$ cat src/rtl/pipe_ctrl_pkg.sv
`default_nettype none
// ---------------------------------------------------------------------
// pipe_ctrl_pkg : hold-level constants and controller state encoding
// Rev 1.0
// ---------------------------------------------------------------------
package pipe_ctrl_pkg;

  localparam logic [2:0] HOLD_NONE = 3'b000;
  localparam logic [2:0] HOLD_PC   = 3'b001;
  localparam logic [2:0] HOLD_IFID = 3'b010;
  localparam logic [2:0] HOLD_IDEX = 3'b011;
  localparam logic [2:0] HOLD_ALL  = 3'b100;

  localparam int WDT_W = 16;

  typedef enum logic [1:0] {
    ST_IDLE     = 2'd0,
    ST_DIV_WAIT = 2'd1,
    ST_MEM_WAIT = 2'd2,
    ST_FAULT    = 2'd3
  } state_t;

endpackage
`default_nettype wire

$ cat src/rtl/pipe_ctrl_wdt.sv
`default_nettype none
// ---------------------------------------------------------------------
// pipe_ctrl_wdt : counts consecutive enabled cycles, flags the LIMIT-th
// Rev 1.0
// ---------------------------------------------------------------------
module pipe_ctrl_wdt
  import pipe_ctrl_pkg::*;
#(
  parameter int unsigned LIMIT = 255
) (
  input  logic clk,
  input  logic rst,
  input  logic count_en,
  input  logic clr,
  output logic expired
);

  localparam logic [WDT_W-1:0] LIMIT_M1 = WDT_W'(LIMIT - 1);

  logic [WDT_W-1:0] cnt;

  // expired fires during the LIMIT-th counted cycle so the FSM leaves on that edge
  assign expired = count_en && (cnt == LIMIT_M1);

  always_ff @(posedge clk or posedge rst) begin
    if (rst) begin
      cnt <= '0;
    end else if (clr) begin
      cnt <= '0;
    end else if (count_en && !expired) begin
      cnt <= cnt + 1'b1;
    end
  end

endmodule
`default_nettype wire

$ cat src/rtl/pipe_ctrl.sv
`default_nettype none
// ---------------------------------------------------------------------
// pipe_ctrl : pipeline hold/flush/jump controller with memory watchdog
// Optional watchdog + FAULT state: define PIPE_CTRL_WDT_EN.   Rev 1.0
// ---------------------------------------------------------------------
module pipe_ctrl
  import pipe_ctrl_pkg::*;
#(
  parameter int unsigned TIMEOUT_CYC = 255,
  parameter int unsigned ADDR_W      = 64
) (
  input  logic              clk,
  input  logic              rst,
  input  logic              jump_req_i,
  input  logic [ADDR_W-1:0] jump_addr_i,
  input  logic              load_use_i,
  input  logic              div_start_i,
  input  logic              div_done_i,
  input  logic              mem_req_i,
  input  logic              mem_ack_i,
  input  logic              if_ack_i,
  output logic [2:0]        pipe_hold_en_o,
  output logic              flush_o,
  output logic              jump_o,
  output logic [ADDR_W-1:0] jump_addr_o,
  output logic              timeout_o
);

  state_t            state, state_nxt;
  logic              pend_vld;
  logic [ADDR_W-1:0] pend_addr;
  logic [2:0]        hold_raw;
  logic              jump_ok;
  logic              wdt_expired;

`ifdef PIPE_CTRL_WDT_EN
  logic wdt_cnt_en;
  logic wdt_clr;

  assign wdt_cnt_en = (state == ST_MEM_WAIT) && !mem_ack_i;
  assign wdt_clr    = (state != ST_MEM_WAIT);

  pipe_ctrl_wdt #(
    .LIMIT (TIMEOUT_CYC)
  ) u_wdt (
    .clk      (clk),
    .rst      (rst),
    .count_en (wdt_cnt_en),
    .clr      (wdt_clr),
    .expired  (wdt_expired)
  );

  assign timeout_o = (state == ST_FAULT);
`else
  logic unused_cfg;

  assign unused_cfg  = (TIMEOUT_CYC != 0);
  assign wdt_expired = 1'b0;
  assign timeout_o   = 1'b0;
`endif

  always_ff @(posedge clk or posedge rst) begin
    if (rst) begin
      state <= ST_IDLE;
    end else begin
      state <= state_nxt;
    end
  end

  always_comb begin
    state_nxt = state;
    unique case (state)
      ST_IDLE: begin
        if (mem_req_i && !mem_ack_i) begin
          state_nxt = ST_MEM_WAIT;
        end else if (div_start_i) begin
          state_nxt = ST_DIV_WAIT;
        end
      end
      ST_DIV_WAIT: begin
        if (div_done_i) begin
          state_nxt = ST_IDLE;
        end
      end
      ST_MEM_WAIT: begin
        if (mem_ack_i) begin
          state_nxt = ST_IDLE;
        end else if (wdt_expired) begin
          state_nxt = ST_FAULT;
        end
      end
      ST_FAULT: begin
`ifdef PIPE_CTRL_WDT_EN
        state_nxt = ST_FAULT;
`else
        state_nxt = ST_IDLE;
`endif
      end
      default: state_nxt = ST_IDLE;
    endcase
  end

  // Ascending priority: the last matching term is the maximum hold level.
  always_comb begin
    hold_raw = HOLD_NONE;
    if (!if_ack_i) begin
      hold_raw = HOLD_PC;
    end
    if (load_use_i) begin
      hold_raw = HOLD_IFID;
    end
    if (((state == ST_DIV_WAIT) && !div_done_i) ||
        ((state == ST_IDLE) && div_start_i)) begin
      hold_raw = HOLD_IDEX;
    end
    if ((mem_req_i && !mem_ack_i) ||
        ((state == ST_MEM_WAIT) && !mem_ack_i) ||
        (state == ST_FAULT)) begin
      hold_raw = HOLD_ALL;
    end
  end

  assign jump_ok = (hold_raw < HOLD_IDEX);

  // A live request is newer than anything pending, so it wins the target.
  always_comb begin
    pipe_hold_en_o = hold_raw;
    jump_o         = 1'b0;
    flush_o        = 1'b0;
    jump_addr_o    = '0;
    if (jump_ok && (jump_req_i || pend_vld)) begin
      jump_o         = 1'b1;
      flush_o        = 1'b1;
      jump_addr_o    = jump_req_i ? jump_addr_i : pend_addr;
      pipe_hold_en_o = if_ack_i ? HOLD_NONE : HOLD_PC;
    end
  end

  always_ff @(posedge clk or posedge rst) begin
    if (rst) begin
      pend_vld  <= 1'b0;
      pend_addr <= '0;
    end else if (jump_req_i && !jump_ok) begin
      pend_vld  <= 1'b1;
      pend_addr <= jump_addr_i;
    end else if (jump_o) begin
      pend_vld  <= 1'b0;
    end
  end

endmodule
`default_nettype wire

$ cat config.mk
export PLATFORM = sky130hd
export DESIGN_NAME = pipe_ctrl
export DESIGN_NICKNAME = d
export VERILOG_FILES = /design/src/rtl/pipe_ctrl_pkg.sv /design/src/rtl/pipe_ctrl_wdt.sv /design/src/rtl/pipe_ctrl.sv
export SDC_FILE = /design/constraint.sdc
export NUM_CORES = 1
export LEC_CHECK = 0
export BUFFER_PORTS_ARGS = -buffer_cell sky130_fd_sc_hd__buf_2
export CAP_MARGIN = 20
export CELL_PAD_IN_SITES_DETAIL_PLACEMENT = 0
export CELL_PAD_IN_SITES_GLOBAL_PLACEMENT = 1
export CORE_ASPECT_RATIO = 0.5
export CORE_MARGIN = 8
export CORE_UTILIZATION = 39
export CTS_CLUSTER_DIAMETER = 150
export CTS_CLUSTER_SIZE = 14
export DETAILED_ROUTE_END_ITERATION = 16
export PLACE_DENSITY_LB_ADDON = 0.05
export SYNTH_ARGS = -nofsm -noshare
export SYNTH_HDL_FRONTEND = slang
export SYNTH_SLANG_ARGS = --single-unit
export TNS_END_PERCENT = 1
$ cat constraint.sdc
create_clock -name clk -period 3.1 [get_ports clk]
set_input_delay 0 -clock clk [delete_from_list [all_inputs] [get_ports clk]]
set_output_delay 0 -clock clk [all_outputs]
set_load 0.05 [all_outputs]
* Word-level counts from Yosys, hierarchy flattened
Cells that the tools add are included.
Widths: inputs -> output; s select.
** Storage, ports and cells
- Logic and storage cells :: 41
- Input bits :: 73
- Register bits :: 67
- Output and inout bits :: 70
** Operators by class
- Magnitude comparators :: 1
- Eq/ne operators :: 6
- Multiplexer cells :: 15
- Reduce and logical (&&, ||, !) cells :: 16
** Operators with widths (number)
- $mux 64 :: 2
- $mux 3 :: 4
- $mux 2 :: 4
- $pmux 2 s4 :: 1
- $logic_and 1x1->1 :: 6
- $eq 2x2->1 const B :: 2
- $logic_or 1x1->1 :: 4
- $mux 1 :: 4
- $ne 2x2->1 const B :: 2
- $logic_not 1->1 :: 3
- $lt 3x2->1 const B :: 1
- $ne 3x2->1 const B :: 1
- $reduce_and 3->1 :: 1
- $eq 2x1->1 const B :: 1
- $logic_not 2->1 :: 1
- $reduce_bool 2->1 :: 1

* Depth between registers and ports, before layout
Gate-level depths: netlist of run 1.
- Depth in word-level cells :: 10
- Mapped depth :: 6
- Gate-level depth less buffers :: 3

* Worst setup path after synthesis of run 1
OpenSTA, ideal clock, no wires.
- Path kind :: flip-flop to output port
- Start point :: register state[1]
- End point :: output port jump_o
- Arrival time :: 2.229 ns
- Buffers on the path :: 3
- Slack :: 0.871 ns
- Stages on the path, launching flop included :: 7
- Required time :: 3.100 ns
- Cells stage by stage :: dfrtp_1 -> o21bai_2 -> o221ai_1 -> buf_2 -> buf_2 -> nor2_1 -> buf_4
** Between the ends
- Longest elaborated chain between the ends :: 8
- Elaborated cells on any way between the ends :: 15
- Classes of those cells :: order compare: 1; eq/ne: 3; mux: 3; reduce/logical: 8
** Ends and longest elaborated chain
- from (decl) :: line pipe_ctrl.sv:29 : state_t state, state_nxt;
- from (signal assigned) :: line pipe_ctrl.sv:66 : state <= state_nxt;
- $eq 2x1->1 (tied with other cells) :: line pipe_ctrl.sv:112 : if (((state == ST_DIV_WAIT) && !div_done_i) ||
- $logic_and 1x1->1, on equally long branches :: line pipe_ctrl.sv:112, pipe_ctrl.sv:113, pipe_ctrl.sv:117
- $logic_or 1x1->1, on equally long branches :: line pipe_ctrl.sv:112, pipe_ctrl.sv:116
- $mux 3 or $logic_or 1x1->1 (tied branches) :: line pipe_ctrl.sv:112, pipe_ctrl.sv:117
- $mux 3 (*) :: line pipe_ctrl.sv:116 : if ((mem_req_i && !mem_ack_i) ||
- $lt 3x2->1 (*) :: line pipe_ctrl.sv:123 : assign jump_ok = (hold_raw < HOLD_IDEX);
- $logic_and 1x1->1 (*) :: line pipe_ctrl.sv:131 : if (jump_ok && (jump_req_i || pend_vld)) begin
- $mux 1 (*)
- to (decl) :: line pipe_ctrl.sv:24 : output logic jump_o,
Mark *: on every way between the ends. The rest lies on a longest branch, timed or not.

* Final worst setup path of run 1
- Start point :: register state[1]
- End point :: output port jump_addr_o[14]
** Between the ends
- Longest elaborated chain between the ends :: 8
- Elaborated cells on any way between the ends :: 15
- Classes of those cells :: order compare: 1; eq/ne: 3; mux: 3; reduce/logical: 8
** Ends and longest elaborated chain
- $eq 2x1->1 (tied with other cells) :: line pipe_ctrl.sv:112
- $logic_and 1x1->1, on equally long branches :: line pipe_ctrl.sv:112, pipe_ctrl.sv:113, pipe_ctrl.sv:117
- $logic_or 1x1->1, on equally long branches :: line pipe_ctrl.sv:112, pipe_ctrl.sv:116
- $mux 3 or $logic_or 1x1->1 (tied branches) :: line pipe_ctrl.sv:112, pipe_ctrl.sv:117
- $mux 3 (*) :: line pipe_ctrl.sv:116
- $lt 3x2->1 (*) :: line pipe_ctrl.sv:123
- $logic_and 1x1->1 (*) :: line pipe_ctrl.sv:131
- $mux 64 (*) :: line pipe_ctrl.sv:131
- to (decl) :: line pipe_ctrl.sv:25 : output logic [ADDR_W-1:0] jump_addr_o,
Marked as above.

==> results.json, run 1 <==
{
  "outcome": "finished, final reports clean",
  "clock_sink_count": 67,
  "die_y_um": 83.3,
  "area_growth_pct": 49.4,
  "synth_cell_types": 23,
  "cts_hold_buf": 65,
  "rows": 24,
  "reg2reg_slack_ns": 1.12,
  "initial_core_util_pct": 40.3,
  "drcViolationCount": 0,
  "numPortBuffers": 141,
  "p_leak_nw": 2.49,
  "cts_root_buf": "clkbuf_16",
  "met2_usage_pct": 29.3,
  "syn-cell-area_um2": 3540,
  "critPathKind": "reg -> out",
  "grt_first_pass_wirelength_mm": 17.7,
  "cts_resized": 0,
  "antennaDiodeCount": 0,
  "path_cells": "nor2b_1, o221ai_4, buf_4, a21oi_1, buf_2",
  "irDropWorstVdd_mv": 0.330,
  "period_needed_ns": 2.30,
  "wl_per_cell_um": 16.0,
  "cap_violations": 0,
  "grt_max_degree": 48,
  "worst_pin_slew_ns": 0.592,
  "postSynthCellCount": 352,
  "finalNetCount": 619,
  "slew_viol_final": 0,
  "cts_tree": "built",
  "grt_use_total_pct": 17.1,
  "finalHoldViolations": 0,
  "ys_top_cells_by_area": "dfrtp_1 47%, mux2_1 19%, a22oi_1 6.6%",
  "cts_setup_buffers": 0,
  "utilization_pct": 60.2,
  "synth_edf_count": 0,
  "end_kind": "output pin",
  "place_inst": 586,
  "ys_seq_area_share_pct": 47.4,
  "power_mw": 3.42,
  "place_area_um2": 4320,
  "grt-busiest-layer": "met2",
  "ys.flop_type": "dfrtp_1",
  "skew_ns": 0.00435,
  "r2r_start": "state[1]",
  "min_path_type": "in -> reg",
  "place.gp.congestion": 0.741,
  "p_per_area_nw_per_um2": 648,
  "antenna_left": 0,
  "min-delay-start": "mem_req_i",
  "yosys_warnings": 0,
  "rsz0062_at_grt": "no",
  "final_cell_count_no_fill": 668,
  "relSlewSlack_pct": 60.5,
  "worstPathRequired_ns": 3.10,
  "vias": 3395,
  "grt_use_met3_pct": 5.47,
  "tns_ns": 0,
  "synth_top_area_cell": "dfrtp_1",
  "async_reset_ff_share_pct": 100,
  "drtIter0Drc": 185,
  "use_met1_pct": 20.2,
  "synth.ff_latch_count": 67,
  "netlist.area_leader.share_pct": 47.4,
  "antenna_found_initial": 0,
  "slowest_delay_ns": 0.48,
  "max_freq_mhz": 435,
  "cp_slowest_cell": "dfrtp_1",
  "hpwl_mm": 7.19,
  "cp.arrival_ns": 2.30,
  "dr.pass1.iters": 4,
  "viasPerCell": 5.08,
  "finalWirelength_mm": 10.7,
  "cp-start-kind": "flip-flop",
  "setup_viol": 0,
  "avgSynthCellArea_um2": 10.0,
  "final_cell_area_um2": 5280,
  "dieWidth_um": 151,
  "drive_gt1_share_pct": 31.4,
  "synthTopCellsByCount": "67 x dfrtp_1, 60 x mux2_1, 37 x nand2_1",
  "pin_count": 143,
  "synth.most_common_cell": "dfrtp_1",
  "synthesis.nets": 425,
  "clk_pin_slew_worst_paths_ns": 0.05,
  "grt-ovfl-total": 0,
  "clockBufferDepth": 2,
  "cts_max_level": 3,
  "crit_path_start": "state[1]",
  "dieArea_um2": 12600,
  "coreArea_um2": 8770,
  "grt_pass1_vias": 3689,
  "min_period_over_period_pct": 74.2,
  "path_max_fanout": 21,
  "numCtsBuffers": 9,
  "clock_latency_ns": 0.32
}
through the flow:
step | hold slack, ns | setup WS (ns)
global placement | 0.232 | 1.20
floorplan | 0.135 | 0.871
global route | 0.0666 | 0.647
finish | 0.0465 | 0.801
CTS | 0.0310 | 0.781
detailed placement | 0.240 | 1.14
flip-flops by register name (all words and copies together) (netlist names):
register and count:
pend_addr 64, state 2, pend_vld 1
cells in the final DEF, fill, tap and decap left out, types with 2 or more instances in the layout:
cell,synthesis,routed
inv_2,1,2
nor2b_1,3,2
dlygate4sd3_1,0,65
nand3_1,33,33
clkbuf_16,0,9
mux2_1,60,60
nand2b_1,2,2
clkbuf_1,16,4
a22oi_1,31,31
nor2_1,35,35
o21a_1,2,2
mux2_2,4,4
buf_4,8,8
nand2_1,37,37
o221ai_4,1,2
a21o_1,2,2
buf_2,6,141
dfrtp_1,67,67
a21oi_1,35,35
path summary, 6_finish.rpt:
| kind | end | cells after the start |
|---|---|---|
| setup / recovery | jump_addr_o[14] | 5 |
| hold / removal | state[1] | 3 |
| setup reg to reg | pend_addr[51] | 4 |
| hold reg to reg | pend_addr[14] | 1 |
| max in group asynchronous | pend_addr[17] | 5 |
| min in group asynchronous | pend_addr[39] | 3 |
per-layer routing:
metal	vias up	wire [µm]
li1	1627	-
met1	1648	4610
met2	107	5240
met3	13	718
met4	0	104
met5	-	0
worst max-delay path, delay by kind of cell (launching register included):
kind,cells,cell delay (ns)
AO/OA/AOI/OAI,2,0.50
buffers and inverters,2,0.62
AND/OR/NAND/NOR,1,0.37
flip-flops,1,0.48
power breakdown:
group	switching [mW]	internal, mW	total [mW]
clock network	0.345	0.644	0.989
logic	0.784	0.417	1.20
registers	0.122	1.11	1.23
total	1.25	2.17	3.42
area by class of cell:
cell class,instances,area [µm²]
sequential,67,1680
clock inverter,2,35.0
tap,117,146
clock buffer,14,254
timing repair buffer,216,1450
multi-input combinational,249,1710
inverter,3,11.3
fill,736,3490
logic make-up after synthesis:
family | count (synthesis) | share of synthesized area (%)
simple gates | 111 | 13.5
compound gates | 73 | 13.7
flops | 67 | 47.4
mux | 64 | 20.4
buf+inv | 36 | 4.88
other cells | 1 | 0.106
(Power assumes the default switching activity.)
==> run 2, diff against run 1 <==
- CORE_UTILIZATION: 39 -> 32
- clock period: 3.1 -> 2.1 ns (I/O delays scaled with it)
==> run 2 against run 1 <==
Register-to-register slack lost 0.90 ns. Clock power is 51% higher. Die area up 18%. Critical endpoint is now jump_addr_o[62]. Highest routed layer unchanged.
==> results.json, run 2 (synthesis gave the netlist of run 1 again) <==
{
  "max_freq_mhz": 509,
  "r2r_end": "pend_addr[7]",
  "r2r_start": "state[1]",
  "cts_root_buf": "clkbuf_16",
  "reg2reg_slack_ns": 0.22,
  "largest-register": "pend_addr",
  "pin_count": 143,
  "clock_latency_ns": 0.33,
  "dieWidth_um": 165,
  "rsz0062_at_grt": "no",
  "dr.pass1.iters": 4,
  "drcViolationCount": 0,
  "cp-start-kind": "flip-flop",
  "hpwl_mm": 7.60,
  "vias": 3367,
  "slew_viol_final": 0,
  "final_common_cell": "buf_2",
  "antennaDiodeCount": 0,
  "largest_register_ffs": 64,
  "viasPerCell": 4.81,
  "grt_use_total_pct": 15.3,
  "relSlewSlack_pct": 65.2,
  "grt-ovfl-total": 0,
  "irDropWorstVdd_mv": 0.433,
  "p_per_area_nw_per_um2": 949,
  "dieArea_um2": 14900,
  "grt_max_degree": 39,
  "finalHoldViolations": 0,
  "cp.arrival_ns": 1.97,
  "utilization_pct": 49.5,
  "cts_max_level": 3,
  "min_to": "state[0]",
  "wl_per_cell_um": 16.1,
  "place.gp.congestion": 0.743,
  "finalNetCount": 624,
  "met2_usage_pct": 25.9,
  "path_max_fanout": 35,
  "period_needed_ns": 1.97,
  "tns_ns": 0,
  "reg2reg_depth": 4,
  "min_path_type": "in -> reg",
  "end_kind": "output pin",
  "area_growth_pct": 52.3,
  "rows": 27,
  "outcome": "finished, final reports clean",
  "crit_path_start": "state[1]",
  "layout_common_cells": "140 x buf_2, 66 x dfrtp_1, 65 x dlygate4sd3_1, 60 x mux2_1, 37 x nand2_1",
  "critPathKind": "reg -> out",
  "largestRegisters": "pend_addr (64), state (2), pend_vld (1)",
  "drive_gt1_share_pct": 32.8,
  "grt_pass1_vias": 3641,
  "finalWirelength_mm": 11.2,
  "min-delay-start": "div_done_i",
  "die_y_um": 90.3,
  "clockBufferDepth": 2,
  "grt_first_pass_wirelength_mm": 18.3,
  "numCtsBuffers": 9,
  "holdWs_ns": 0.0852,
  "fin_ws_ns": 0.134,
  "min_period_over_period_pct": 93.6,
  "worstPathRequired_ns": 2.10,
  "cap_violations": 0,
  "antenna_found_initial": 0,
  "use_met1_pct": 18.4,
  "cts_tree": "built",
  "initial_core_util_pct": 32.5,
  "antenna_left": 0,
  "clk_pin_slew_worst_paths_ns": 0.05,
  "grt_use_met3_pct": 4.96,
  "holdPathStages": 4,
  "skew_ns": 0.00601,
  "drtIter0Drc": 167,
  "worst_pin_slew_ns": 0.522,
  "grt-busiest-layer": "met2",
  "coreArea_um2": 10900,
  "numPortBuffers": 141,
  "p_leak_nw": 2.52,
  "place_ws_ns": 0.133,
  "setup_viol": 0,
  "clock_sink_count": 67
}
[run 2: metal layers]
metal  wire (µm)  vias to the layer above  part of all wire (%)
met5           0                        -                     0
met4          97                        0                  0.86
met3         810                       10                   7.2
met2        5470                      102                    49
met1        4870                     1611                    43
li1            -                     1644                     -
[run 2: how the worst max path moves through the flow]
stage / cells past startpoint / endpoint / slack [ns]
2_1_floorplan: 5 / jump_addr_o[15] / 0.13
3_5_place_dp: 4 / pend_addr[7] / 0.13
5_1_grt: 5 / jump_addr_o[39] / 0.0009
3_3_place_gp: 4 / pend_addr[28] / 0.25
6_report: 5 / jump_addr_o[62] / 0.13
4_1_cts: 5 / jump_addr_o[62] / 0.02
[run 2: cell type report]
class,instances,area [µm²]
clock buffers,13,260
flip-flops and latches,67,1680
inverters,3,11.3
fillers,1035,5490
multi-input cells,249,1720
repair buffers,221,1500
well taps,145,181
clock inverters,2,35.0
[run 2: worst max-delay path: stages (launching register included)]
cell and delay, ns:
dfrtp_2 0.48, o21bai_4 0.23, o221ai_4 0.14, buf_4 0.27, a21oi_1 0.21, buf_2 0.30
[run 2: where the power goes]
part	switching (mW)	internal (mW)	total, mW	leakage (nW)
registers	0.176	1.64	1.82	0.783
clock network	0.519	0.975	1.49	0.146
logic	1.17	0.635	1.80	1.59
total	1.86	3.25	5.11	2.52
[run 2: repair_timing]
item | CTS | global route
endpoints found under the hold margin | 84 | 0
pin swaps | 0 | 1
gates resized for setup | 2 | 3
cloned | 0 | 0
setup endpoints to repair | 5 | 11
hold buffers | 65 | 0
setup buffers | 0 | 2
[run 2: metrics by stage]
step,cells,cell area (µm²),power [mW]
finish,700,5390,5.11
global route,700,5390,5.41
CTS,698,5360,5.18
detailed placement,618,4410,3.54
global placement,618,4410,3.49
floorplan,352,3540,3.08
